### src/rtl/mem_req_arbiter_if.sv
// Bundles the client request/response FIFO signals and the mem_ctl FIFO signals
// that the memory request arbiter sits between.
interface mem_req_arbiter_if;

   logic [2:0]   cli_valid;
   logic [5:0]   cli_cmd;
   logic [65:0]  cli_addr;
   logic [191:0] cli_dta;
   logic [2:0]   cli_rd_en;
   logic [2:0]   cli_res_almost_full;
   logic [63:0]  cli_res_dta;
   logic [2:0]   cli_res_wr_en;
   logic [1:0]   mem_req_wr_cmd;
   logic [21:0]  mem_req_wr_addr;
   logic [63:0]  mem_req_wr_dta;
   logic         mem_req_wr_en;
   logic         mem_req_wr_almost_full;
   logic         mem_res_rd_empty;
   logic         mem_res_rd_en;
   logic [63:0]  mem_res_rd_dta;
   logic         mem_res_rd_valid;
   logic         tag_error;

   // The arbiter side
   modport master (
      input  cli_valid, cli_cmd, cli_addr, cli_dta, cli_res_almost_full,
      input  mem_req_wr_almost_full, mem_res_rd_empty, mem_res_rd_dta, mem_res_rd_valid,
      output cli_rd_en, cli_res_dta, cli_res_wr_en,
      output mem_req_wr_cmd, mem_req_wr_addr, mem_req_wr_dta, mem_req_wr_en,
      output mem_res_rd_en, tag_error
   );

   // The clients plus mem_ctl side
   modport slave (
      output cli_valid, cli_cmd, cli_addr, cli_dta, cli_res_almost_full,
      output mem_req_wr_almost_full, mem_res_rd_empty, mem_res_rd_dta, mem_res_rd_valid,
      input  cli_rd_en, cli_res_dta, cli_res_wr_en,
      input  mem_req_wr_cmd, mem_req_wr_addr, mem_req_wr_dta, mem_req_wr_en,
      input  mem_res_rd_en, tag_error
   );

endinterface

### src/rtl/mem_req_arbiter.sv
// Shares the mem_ctl request/response path among three decoder clients: client 0
// has strict priority, clients 1/2 round-robin; read tags steer responses back in order.
module mem_req_arbiter #(
   parameter int TAG_DEPTH = 16,
   parameter int TAG_AW    = 4
) (
   input logic               clk,
   input logic               rst,
   mem_req_arbiter_if.master bus
);

   localparam logic [1:0] CMD_NOOP = 2'd0;
   localparam logic [1:0] CMD_READ = 2'd2;

   logic [2:0]        eligible;
   logic              grantValid;
   logic [1:0]        grantId;
   logic [1:0]        grantCmd;
   logic [21:0]       grantAddr;
   logic [63:0]       grantDta;

   logic              tagPush;
   logic              tagPop;
   logic              tagFull;
   logic              tagEmpty;
   logic [1:0]        headTag;
   logic [TAG_AW:0]   tagCount_q, tagCount_d;
   logic [TAG_AW-1:0] wrPtr_q, rdPtr_q;
   logic [1:0]        tagMem_q [TAG_DEPTH];

   logic [1:0]        rrLast_q;
   logic              popPrev_q;
   logic [1:0]        popTag_q;

   logic              reqEn_q;
   logic [1:0]        reqCmd_q;
   logic [21:0]       reqAddr_q;
   logic [63:0]       reqDta_q;
   logic [2:0]        resWrEn_q;
   logic [63:0]       resDta_q;
   logic              tagError_q;

   assign tagFull  = (tagCount_q == (TAG_AW+1)'(TAG_DEPTH));
   assign tagEmpty = (tagCount_q == '0);
   assign headTag  = tagMem_q[rdPtr_q];

   // A READ needs a free tag slot; nothing is eligible while reset is held
   always_comb begin
      for (int i = 0; i < 3; i++) begin
         eligible[i] = rst && bus.cli_valid[i] && !bus.mem_req_wr_almost_full &&
                       !((bus.cli_cmd[2*i +: 2] == CMD_READ) && tagFull);
      end
   end

   always_comb begin
      grantValid = 1'b1;
      grantId    = 2'd0;
      if (eligible[0]) begin
         grantId = 2'd0;
      end else if (eligible[1] && eligible[2]) begin
         grantId = (rrLast_q == 2'd1) ? 2'd2 : 2'd1;
      end else if (eligible[1]) begin
         grantId = 2'd1;
      end else if (eligible[2]) begin
         grantId = 2'd2;
      end else begin
         grantValid = 1'b0;
      end
   end

   always_comb begin
      case (grantId)
         2'd1: begin
            grantCmd  = bus.cli_cmd[3:2];
            grantAddr = bus.cli_addr[43:22];
            grantDta  = bus.cli_dta[127:64];
         end
         2'd2: begin
            grantCmd  = bus.cli_cmd[5:4];
            grantAddr = bus.cli_addr[65:44];
            grantDta  = bus.cli_dta[191:128];
         end
         default: begin
            grantCmd  = bus.cli_cmd[1:0];
            grantAddr = bus.cli_addr[21:0];
            grantDta  = bus.cli_dta[63:0];
         end
      endcase
   end

   // Only one response may be in flight, so a pop is never issued back-to-back
   assign tagPush = grantValid && (grantCmd == CMD_READ);
   assign tagPop  = rst && !bus.mem_res_rd_empty && !tagEmpty &&
                    !bus.cli_res_almost_full[headTag] && !popPrev_q;

   always_comb begin
      tagCount_d = tagCount_q;
      if (tagPush && !tagPop) begin
         tagCount_d = tagCount_q + 1'b1;
      end else if (!tagPush && tagPop) begin
         tagCount_d = tagCount_q - 1'b1;
      end
   end

   assign bus.cli_rd_en       = grantValid ? (3'b001 << grantId) : 3'b000;
   assign bus.mem_res_rd_en   = tagPop;
   assign bus.mem_req_wr_en   = reqEn_q;
   assign bus.mem_req_wr_cmd  = reqCmd_q;
   assign bus.mem_req_wr_addr = reqAddr_q;
   assign bus.mem_req_wr_dta  = reqDta_q;
   assign bus.cli_res_wr_en   = resWrEn_q;
   assign bus.cli_res_dta     = resDta_q;
   assign bus.tag_error       = tagError_q;

   // Tag storage needs no reset: the pointers and count define what is valid
   always_ff @(posedge clk) begin
      if (tagPush) begin
         tagMem_q[wrPtr_q] <= grantId;
      end
   end

   always_ff @(posedge clk) begin
      if (!rst) begin
         reqEn_q    <= 1'b0;
         reqCmd_q   <= '0;
         reqAddr_q  <= '0;
         reqDta_q   <= '0;
         resWrEn_q  <= '0;
         resDta_q   <= '0;
         tagError_q <= 1'b0;
         tagCount_q <= '0;
         wrPtr_q    <= '0;
         rdPtr_q    <= '0;
         rrLast_q   <= 2'd2;
         popPrev_q  <= 1'b0;
         popTag_q   <= '0;
      end else begin
         reqEn_q <= grantValid && (grantCmd != CMD_NOOP);
         if (grantValid) begin
            reqCmd_q  <= grantCmd;
            reqAddr_q <= grantAddr;
            reqDta_q  <= grantDta;
         end
         if (grantValid && (grantId != 2'd0)) begin
            rrLast_q <= grantId;
         end
         if (tagPush) begin
            wrPtr_q <= wrPtr_q + 1'b1;
         end
         if (tagPop) begin
            rdPtr_q  <= rdPtr_q + 1'b1;
            popTag_q <= headTag;
         end
         popPrev_q  <= tagPop;
         tagCount_q <= tagCount_d;
         resWrEn_q  <= 3'b000;
         // Data with no popped tag is dropped and flagged permanently
         if (bus.mem_res_rd_valid) begin
            if (popPrev_q) begin
               resWrEn_q <= 3'b001 << popTag_q;
               resDta_q  <= bus.mem_res_rd_dta;
            end else begin
               tagError_q <= 1'b1;
            end
         end
      end
   end

endmodule

### src/flat_wrapper.sv
// flat-port wrapper written by rule: the top's interface ports become plain ports
module mem_req_arbiter_flat 
#(
   parameter int TAG_DEPTH = 16,
   parameter int TAG_AW    = 4
)
  (clk, rst, bus_cli_valid, bus_cli_cmd, bus_cli_addr, bus_cli_dta, bus_cli_res_almost_full, bus_mem_req_wr_almost_full, bus_mem_res_rd_empty, bus_mem_res_rd_dta, bus_mem_res_rd_valid, bus_cli_rd_en, bus_cli_res_dta, bus_cli_res_wr_en, bus_mem_req_wr_cmd, bus_mem_req_wr_addr, bus_mem_req_wr_dta, bus_mem_req_wr_en, bus_mem_res_rd_en, bus_tag_error);
  mem_req_arbiter_if bus_i ();
  input logic clk;
  input logic rst;
  input wire logic [$bits(bus_i.cli_valid)-1:0] bus_cli_valid;
  input wire logic [$bits(bus_i.cli_cmd)-1:0] bus_cli_cmd;
  input wire logic [$bits(bus_i.cli_addr)-1:0] bus_cli_addr;
  input wire logic [$bits(bus_i.cli_dta)-1:0] bus_cli_dta;
  input wire logic [$bits(bus_i.cli_res_almost_full)-1:0] bus_cli_res_almost_full;
  input wire logic [$bits(bus_i.mem_req_wr_almost_full)-1:0] bus_mem_req_wr_almost_full;
  input wire logic [$bits(bus_i.mem_res_rd_empty)-1:0] bus_mem_res_rd_empty;
  input wire logic [$bits(bus_i.mem_res_rd_dta)-1:0] bus_mem_res_rd_dta;
  input wire logic [$bits(bus_i.mem_res_rd_valid)-1:0] bus_mem_res_rd_valid;
  output wire logic [$bits(bus_i.cli_rd_en)-1:0] bus_cli_rd_en;
  output wire logic [$bits(bus_i.cli_res_dta)-1:0] bus_cli_res_dta;
  output wire logic [$bits(bus_i.cli_res_wr_en)-1:0] bus_cli_res_wr_en;
  output wire logic [$bits(bus_i.mem_req_wr_cmd)-1:0] bus_mem_req_wr_cmd;
  output wire logic [$bits(bus_i.mem_req_wr_addr)-1:0] bus_mem_req_wr_addr;
  output wire logic [$bits(bus_i.mem_req_wr_dta)-1:0] bus_mem_req_wr_dta;
  output wire logic [$bits(bus_i.mem_req_wr_en)-1:0] bus_mem_req_wr_en;
  output wire logic [$bits(bus_i.mem_res_rd_en)-1:0] bus_mem_res_rd_en;
  output wire logic [$bits(bus_i.tag_error)-1:0] bus_tag_error;
  assign bus_i.cli_valid = bus_cli_valid;
  assign bus_i.cli_cmd = bus_cli_cmd;
  assign bus_i.cli_addr = bus_cli_addr;
  assign bus_i.cli_dta = bus_cli_dta;
  assign bus_i.cli_res_almost_full = bus_cli_res_almost_full;
  assign bus_i.mem_req_wr_almost_full = bus_mem_req_wr_almost_full;
  assign bus_i.mem_res_rd_empty = bus_mem_res_rd_empty;
  assign bus_i.mem_res_rd_dta = bus_mem_res_rd_dta;
  assign bus_i.mem_res_rd_valid = bus_mem_res_rd_valid;
  assign bus_cli_rd_en = bus_i.cli_rd_en;
  assign bus_cli_res_dta = bus_i.cli_res_dta;
  assign bus_cli_res_wr_en = bus_i.cli_res_wr_en;
  assign bus_mem_req_wr_cmd = bus_i.mem_req_wr_cmd;
  assign bus_mem_req_wr_addr = bus_i.mem_req_wr_addr;
  assign bus_mem_req_wr_dta = bus_i.mem_req_wr_dta;
  assign bus_mem_req_wr_en = bus_i.mem_req_wr_en;
  assign bus_mem_res_rd_en = bus_i.mem_res_rd_en;
  assign bus_tag_error = bus_i.tag_error;
  mem_req_arbiter #(.TAG_DEPTH(TAG_DEPTH), .TAG_AW(TAG_AW)) u_core (.clk(clk), .rst(rst), .bus(bus_i));
endmodule
### config.mk
export PLATFORM = sky130hd
export DESIGN_NAME = mem_req_arbiter_flat
export DESIGN_NICKNAME = d
export VERILOG_FILES = /design/src/rtl/mem_req_arbiter_if.sv /design/src/rtl/mem_req_arbiter.sv /design/src/flat_wrapper.sv
export SDC_FILE = /design/constraint.sdc
export NUM_CORES = 1
export LEC_CHECK = 0
export ABC_AREA = 1
export ABC_CLOCK_PERIOD_IN_PS = 10120
export CAP_MARGIN = 20
export CORE_AREA = 2 2 195 197
export DETAILED_ROUTE_END_ITERATION = 8
export DIE_AREA = 0 0 197 199
export PLACE_DENSITY = 0.54
export SLEW_MARGIN = 10
export SYNTH_ARGS = -nofsm -noshare
export SYNTH_HDL_FRONTEND = slang
export SYNTH_SLANG_ARGS = --single-unit
export TNS_END_PERCENT = 5
### constraint.sdc
create_clock -name clk -period 10.12 [get_ports clk]
set_input_delay 2.024 -clock clk [delete_from_list [all_inputs] [get_ports clk]]
set_output_delay 2.024 -clock clk [all_outputs]
set_load 0.1 [all_outputs]
==> results.toml, run 1 <==
[timing]
period_minus_slack_ps = 7110
worst_pin_slew_ps = 1130
slew_violations = 0
finalSetupViolations = 0
finalHoldViolCount = 0
relSlewSlack = 0.241
fin_crit_sh = 0.702
rsz0062_at_grt = "false"
fmax_mhz = 141
setup_tns_ps = 0
fin_skew_ps = 13.4

[route]
routed_via_density = 4.59
wire_per_inst_um = 17.4
drtIter0Drc = 372
remaining_drc_errors = 0
dr.pass1.iters = 4
vias = 9972
routed_wl_um = 37700
antenna_left = 0

[logic_synthesis]
synth_area_mm2 = 0.00970
synth.top_cell.area_share = 0.369
ys_warn_count = 0
syn_avg_cell_area_um2 = 7.84
ys_types = 39
synth_cells = 1237
yosysTopAreaCell = "dfxtp_1"
synth_edf_count = 32
async_flop_share = 0
seq_area_frac_synth = 0.468
synth_ff_type = "dfxtp_1"
netlist_top_cells_area = "dfxtp_1 37%, edfxtp_1 9.9%, nand2_1 9.8%"
synth-seq-cells = 211
syn_nets = 1589

[cts]
cts_tree = "built"
cts.clk_slew.worst_paths_ps = 50
h-tree-depth = 1
postCtsHoldBufs = 0
cts_made_buffers = 26
clock-root-buffer = "clkbuf_16"
clkLatencyLatePin_ps = 530
post_cts_buffers = 0
cts.sinks = 211
post_cts_resized = 0
clockBufferDepth = 3

[cells_and_area]
post-route-util = 0.428
syn2layout_area_growth_pct = 63.7
fin_nets = 2030
final_cell_mix = "498 x clkdlybuf4s50_1, 253 x nand2_1, 179 x dfxtp_1"
drive_gt1_frac = 0.0489
layout_commonest_cell = "clkdlybuf4s50_1"
final_cells = 2172
diodes = 0

[worst_setup_path]
worstPathArrival_ps = 5080
endpoint_kind = "primary output"
path_max_fanout = 17
startpoint_type = "input pin"
crit_required_ps = 8100
critical_path_class = "input pin to primary output"

[power]
ir_worst_vdd_mv = 0.0791
p_leak_nw = 6.12
sw_frac_of_total = 0.363
p_int_w = 0.00183
power_density_mw_per_mm2 = 180
p_seq_frac = 0.332
power_w = 0.00287
clockPowerShare = 0.342
p_switching_w = 0.00104
pwr-share-comb = 0.327

[global_routing]
track_usage = 0.181
grt_max_degree = 103
grt.overflow.total = 0
antenna_found_initial = 0
grt_pass1_wl_um = 55300
grt_pass1_vias = 9568

[floorplanning]
pin_count = 500
rows = 71
fp.coreArea_mm2 = 0.0371
die_x_um = 197
start_util = 0.261
die_area_mm2 = 0.0392
fp.dieH_um = 199

[placed_design]
dp_hpwl_um = 28300
gp_congestion = 0.864
io_buffers = 499
place_inst = 2124

[outcome]
status = "finished clean"

[min_path]
hold_class = "flop to flop"

[job]
maxCapViolCount = 0
==> final cells by class <==
cell class                 instances  area (um^2)
clock buffer                      42          806
multi-input combinational        849         4430
tap                              474          593
fill                            3792        21300
clock inverter                     6          105
timing repair buffer             509         5080
inverter                          81          317
sequential                       211         4540
==> stage by stage <==
stage	worst slack, ps	hold slack, ps	instance area (um^2)
6_report	3010	450	15900
5_1_grt	2830	468	15900
4_1_cts	2980	461	15900
3_5_place_dp	2980	431	15000
3_3_place_gp	3050	431	14900
2_1_floorplan	3370	413	9700
==> cell families (layout without fill, tap and decap cells) <==
family	after synthesis	in the layout	synth area share
AND/OR/NAND/NOR	480	480	0.205
AO/OA/AOI/OAI	352	352	0.228
flip-flops	211	211	0.468
buffers and inverters	177	638	0.0771
adder cells (fa/ha/maj)	13	13	0.0175
XOR/XNOR	4	4	0.00361
==> layer usage <==
| layer | up-vias | share of wire | track usage |
|---|---|---|---|
| met5 | - | 0 | 0 |
| li1 | 5088 | - | - |
| met3 | 51 | 0.066 | 0.0398 |
| met4 | 0 | 0.026 | 0.0560 |
| met2 | 311 | 0.51 | 0.331 |
| met1 | 4522 | 0.39 | 0.210 |
==> sequential cells by signal, summed over array words and instances (netlist names), named ones only <==
name                        flops
u_core.tagMem_q                32
u_core.wrPtr_q                  4
u_core.bus.cli_res_dta         64
u_core.bus.mem_req_wr_dta      64
u_core.bus.mem_req_wr_cmd       2
u_core.popPrev_q                1
u_core.rdPtr_q                  4
u_core.bus.cli_res_wr_en        3
u_core.bus.tag_error            1
u_core.bus.mem_req_wr_en        1
u_core.popTag_q                 2
u_core.rrLast_q                 2
u_core.bus.mem_req_wr_addr     22
u_core.tagCount_q               5
==> Yosys cell counts, types with 14 or more instances <==
cell	number
nand2_1	253
dfxtp_1	179
nor2_1	164
o21ai_0	158
a22o_1	87
a31oi_1	87
inv_1	75
clkbuf_1	70
edfxtp_1	32
nand3_1	32
a21oi_1	14
buf_2	14
==> worst paths after layout <==
check        slack [ps]                           to  cells past startpoint                  startpoint
max                3010             bus_cli_rd_en[1]                     11  bus_mem_req_wr_almost_full
min                 450  u_core.bus.cli_res_wr_en[0]                      1          u_core.popTag_q[0]
max reg2reg        4880         u_core.tagCount_q[4]                     26        u_core.tagCount_q[0]
min reg2reg         450  u_core.bus.cli_res_wr_en[0]                      1          u_core.popTag_q[0]
==> power by group through the flow <==
stage | Sequential [W] | Clock, W | Combinational [W]
2_1_floorplan | 0.00136 | 0 | 0.000236
3_3_place_gp | 0.000967 | 0 | 0.000939
3_5_place_dp | 0.000968 | 0 | 0.000942
4_1_cts | 0.000951 | 0.00101 | 0.000944
5_1_grt | 0.000959 | 0.00104 | 0.000987
6_report | 0.000951 | 0.000978 | 0.000936
==> worst max-delay path, cell delays in order <==
cell	delay [ps]
clkdlybuf4s50_1	400
inv_1	100
nand3_1	80
a31o_2	250
inv_1	70
nand3_1	200
inv_1	480
ha_4	250
nand2_1	60
inv_1	50
clkdlybuf4s50_1	1120
Note: power is estimated with default switching activity, not from simulation.
==> inputs of run 2 (changes only) <==
ABC_CLOCK_PERIOD_IN_PS = 6700   (was 10120)
clock period = 6.7 ns   (was 10.12 ns; I/O delays follow)
==> results.toml, run 2 (synthesis gave the netlist of run 1 again) <==
[cts]
cts.clk_slew.worst_paths_ps = 60
h-tree-depth = 1
cts_made_buffers = 25
post_cts_buffers = 0
clkLatencyLatePin_ps = 530
postCtsHoldBufs = 0
post_cts_resized = 0
clockBufferDepth = 3
cts_tree = "built"
cts.sinks = 211
clock-root-buffer = "clkbuf_16"

[placed_design]
io_buffers = 499
preCtsSetupSlack_ps = 1140
place_area_mm2 = 0.0150
dp_hpwl_um = 28200
gp_congestion = 0.872

[cells_and_area]
fillers = 3783
fin_nets = 2031
final_cell_mix = "493 x clkdlybuf4s50_1, 253 x nand2_1, 179 x dfxtp_1"
regArea_mm2 = 0.00454
layout_commonest_cell = "clkdlybuf4s50_1"
fin_area_mm2 = 0.0159
post-route-util = 0.427
syn2layout_area_growth_pct = 63.6
multi_input_area_mm2 = 0.00443
drive_gt1_frac = 0.0530

[timing]
timing.final.ws_setup_ps = 1450
finalHoldViolCount = 0
fin_skew_ps = 15.9
setup_tns_ps = 0
slew_violations = 0
finalSetupViolations = 0
fmax_mhz = 190
relSlewSlack = 0.243
rsz0062_at_grt = "false"
worst_pin_slew_ps = 1130
fin_crit_sh = 0.784
period_minus_slack_ps = 5250

[worst_setup_path]
worstPathArrival_ps = 3910
r2r_cells = 25
crit_top_cell = "inv_1"
crit_required_ps = 5360
cpPeakStageDelay_ps = 470
r2r_slack_ps = 2270
endpoint_kind = "primary output"
worstReg2RegEnd = "u_core.tagCount_q[4]"
worstPathCellList = "clkdlybuf4s50_1, inv_1, nand3_1, a31o_2, inv_1, nand3_1, inv_1, ha_4, buf_4, nand2_1, inv_1, buf_4"
slowest_stage = "inv_1"
timing.rr.start = "u_core.tagCount_q[1]"
path_max_fanout = 30
critical_path_class = "input pin to primary output"
startpoint_type = "input pin"

[route]
routed_wl_um = 37900
remaining_drc_errors = 0
antenna_left = 0
vias = 9996
drtIter0Drc = 482
dr.pass1.iters = 4
routed_via_density = 4.60
wire_per_inst_um = 17.4

[floorplanning]
pin_count = 500
die_x_um = 197
start_util = 0.261
fp.coreArea_mm2 = 0.0371
rows = 71
fp.dieH_um = 199
die_area_mm2 = 0.0392

[power]
power_density_mw_per_mm2 = 272
ir_worst_vdd_mv = 0.131
p_leak_nw = 6.12

[global_routing]
grt.overflow.total = 0
antenna_found_initial = 1
track_usage = 0.183
grt_pass1_vias = 9746
grt_max_degree = 95
grt_pass1_wl_um = 55900

[min_path]
hold_class = "flop to flop"
min-delay-start = "u_core.popTag_q[0]"
worstHoldPathCells = 1
hold_path_end = "u_core.bus.cli_res_wr_en[0]"

[outcome]
status = "finished clean"

[job]
maxCapViolCount = 0
## run 2: cell count changes in the layout (fill, tap and decap cells not counted), moves of 2 or more
cell and delta:
buf_4 +6, bufinv_16 +2, clkbuf_8 -6, clkdlybuf4s50_1 -5
clkbuf_1 -4, clkbuf_16 -2, inv_6 +2, clkinvlp_4 +3
clkinv_4 +2
## run 2: cell type report
cell class | count | share of cell area
Clock inverter | 16 | 0.0147
Antenna cell | 1 | 0.000158
Clock buffer | 29 | 0.0410
Tap cell | 474 | 0.0374
Timing Repair Buffer | 511 | 0.321
Inverter | 81 | 0.0199
Multi-Input combinational cell | 849 | 0.279
Sequential cell | 211 | 0.286
## run 2: worst max path at each step
stage,slack [ps],endpoint,start,cells after the start
finish,1450,bus_cli_rd_en[1],bus_mem_req_wr_almost_full,12
global placement,1190,u_core.tagCount_q[4],bus_mem_req_wr_almost_full,25
global route,1240,u_core.tagCount_q[4],bus_mem_req_wr_almost_full,26
CTS,1440,bus_cli_rd_en[1],bus_mem_req_wr_almost_full,12
floorplan,1310,bus_cli_rd_en[2],rst,11
detailed placement,1140,u_core.tagCount_q[4],bus_mem_req_wr_almost_full,25
## run 2: per-stage QoR
step | total power, W | cells | hold WS [ps]
after CTS | 0.00437 | 2171 | 454
final | 0.00431 | 2172 | 457
after detailed placement | 0.00288 | 2126 | 432
after floorplan | 0.00241 | 1237 | 413
after global routing | 0.00450 | 2171 | 485
after global placement | 0.00288 | 2125 | 435
## run 2: power by group
group,switching [W],internal [W],total (W)
clock,0.000566,0.000896,0.00146
combinational,0.000970,0.000443,0.00141
sequential,0.0000545,0.00138,0.00144
## run 2: routing by layer
| layer | up-vias | track usage | routed length [um] |
|---|---|---|---|
| li1 | 5102 | - | - |
| met1 | 4492 | 0.212 | 14900 |
| met2 | 334 | 0.323 | 18900 |
| met3 | 68 | 0.0436 | 2630 |
| met4 | 0 | 0.0730 | 1410 |
| met5 | - | 0 | 0 |
## run 2: critical path, delay by kind of cell
family,cells,cell delay (ps)
and+or+nand+nor,3,370
AOI/OAI and AO/OA,1,250
buffers and inverters,7,1720
adders and majority gates,1,230
==> inputs of run 3 (changes only) <==
ABC_CLOCK_PERIOD_IN_PS = 5300   (was 6700)
clock period = 5.3 ns   (was 6.7 ns; I/O delays follow)
==> results.toml, run 3 (synthesis gave the netlist of run 1 again) <==
[power]
p_leak_nw = 6.15
ir_worst_vdd_mv = 0.165
power_density_mw_per_mm2 = 345

[job]
maxCapViolCount = 0

[route]
dr.pass1.iters = 5
drtIter0Drc = 437
antenna_left = 0
vias = 9960
remaining_drc_errors = 0
wire_per_inst_um = 17.5
routed_wl_um = 37900
routed_via_density = 4.59

[worst_setup_path]
crit_required_ps = 5710
startpoint_type = "input pin"
path_max_fanout = 12
cpPeakStageDelay_ps = 490
endpoint_kind = "flop"
crit_buf_inv = 8
slowest_stage = "fa_1"
r2r_cells = 26
worstPathArrival_ps = 5120
cp.depth = 26
crit_top_cell = "inv_1"
path_delay_family = "buffers and inverters"
critical_path_class = "input pin to flop"

[cts]
postCtsHoldBufs = 0
post_cts_buffers = 0
clock-root-buffer = "clkbuf_16"
cts.sinks = 211
clockBufferDepth = 3
cts_made_buffers = 26
h-tree-depth = 1
clkLatencyLatePin_ps = 530
post_cts_resized = 0
cts.clk_slew.worst_paths_ps = 60
cts_tree = "built"

[timing]
rsz0062_at_grt = "false"
slew_violations = 0
finalSetupViolations = 0
setup_tns_ps = 0
period_minus_slack_ps = 4700
fmax_mhz = 213
fin_crit_sh = 0.888
fin_skew_ps = 10.8
finalHoldViolCount = 0
relSlewSlack = 0.210
worst_pin_slew_ps = 1180

[placed_design]
dp_hpwl_um = 28300
place_inst = 2129
gp_congestion = 0.871
io_buffers = 499

[min_path]
hold_class = "flop to flop"
worstHoldPathCells = 1

[floorplanning]
die_area_mm2 = 0.0392
pin_count = 500
start_util = 0.261
fp.coreArea_mm2 = 0.0371
fp.dieH_um = 199
rows = 71
die_x_um = 197

[global_routing]
antenna_found_initial = 1
grt_pass1_wl_um = 55900
grt.overflow.total = 0
grt_pass1_vias = 9831
grt_max_degree = 111
track_usage = 0.182

[cells_and_area]
final_cell_mix = "493 x clkdlybuf4s50_1, 253 x nand2_1, 179 x dfxtp_1"
fin_nets = 2035
fillers = 3793
drive_gt1_frac = 0.0554
final_cells = 2172
post-route-util = 0.429
syn2layout_area_growth_pct = 64.3
layout_commonest_cell = "clkdlybuf4s50_1"
diodes = 0

[outcome]
status = "finished clean"
-- run 3: changes by cell type in the layout (fill, tap and decap cells not counted), moves of 2 or more --
cell | before | now
clkbuf_1 | 3 | 1
clkinv_2 | 2 | 0
buf_12 | 2 | 4
clkbuf_8 | 1 | 4
clkbuf_16 | 25 | 27
-- run 3: final timing paths --
| path | startpoint | end | slack (ps) |
|---|---|---|---|
| max reg2reg | u_core.tagCount_q[1] | u_core.tagCount_q[4] | 980 |
| min reg2reg | u_core.popTag_q[0] | u_core.bus.cli_res_wr_en[0] | 440 |
| max | bus_mem_req_wr_almost_full | u_core.tagCount_q[4] | 600 |
| min | u_core.popTag_q[0] | u_core.bus.cli_res_wr_en[0] | 440 |
-- run 3: stage by stage --
step | hold WS [ps] | instance area (um^2) | total power, W | setup slack [ps]
CTS | 436 | 15900 | 0.00557 | 678
floorplan | 413 | 9700 | 0.00304 | 381
global route | 459 | 15900 | 0.00574 | 268
finish | 436 | 15900 | 0.00549 | 595
detailed placement | 426 | 15000 | 0.00365 | 128
global placement | 424 | 15000 | 0.00364 | 316
-- run 3: worst reg2reg max path, stage by stage, from the launching register on --
cell and delay (ps):
dfxtp_1 350, nor2_1 130, nand3_1 90, nor2_1 280, a31o_2 260, inv_1 60
nand3_1 220, inv_1 150, ha_4 370, inv_2 70, nand2_1 60, o21ai_0 100
inv_1 70, nand2_1 60, inv_1 50, nand2_1 140, inv_2 170, ha_1 200
inv_1 120, fa_1 490, a21o_1 180, a21oi_1 170, nor2_1 60, nor2_1 80
nand2_1 70, o21ai_0 150, a21oi_1 60
-- run 3: cell type report --
class                           instances  area [um^2]  area share
Timing Repair Buffer                  514         5140       0.323
Tap cell                              474          593      0.0372
Clock buffer                           32          734      0.0461
Sequential cell                       211         4540       0.285
Inverter                               81          317      0.0199
Multi-Input combinational cell        849         4430       0.278
Clock inverter                         11          175      0.0110
-- run 3: where the power goes --
group,total [W],internal (W),leakage (nW),switching (W)
Sequential,0.00182,0.00175,1.76,0.0000689
Clock,0.00188,0.00117,0.436,0.000711
Combinational,0.00179,0.000564,3.96,0.00123
Total,0.00549,0.00348,6.15,0.00201
-- run 3: per-layer routing --
| layer | track usage | wire (um) | vias up |
|---|---|---|---|
| li1 | - | - | 5091 |
| met1 | 0.208 | 15100 | 4484 |
| met2 | 0.326 | 18900 | 324 |
| met3 | 0.0490 | 2760 | 61 |
| met4 | 0.0657 | 1230 | 0 |
| met5 | 0 | 0 | - |
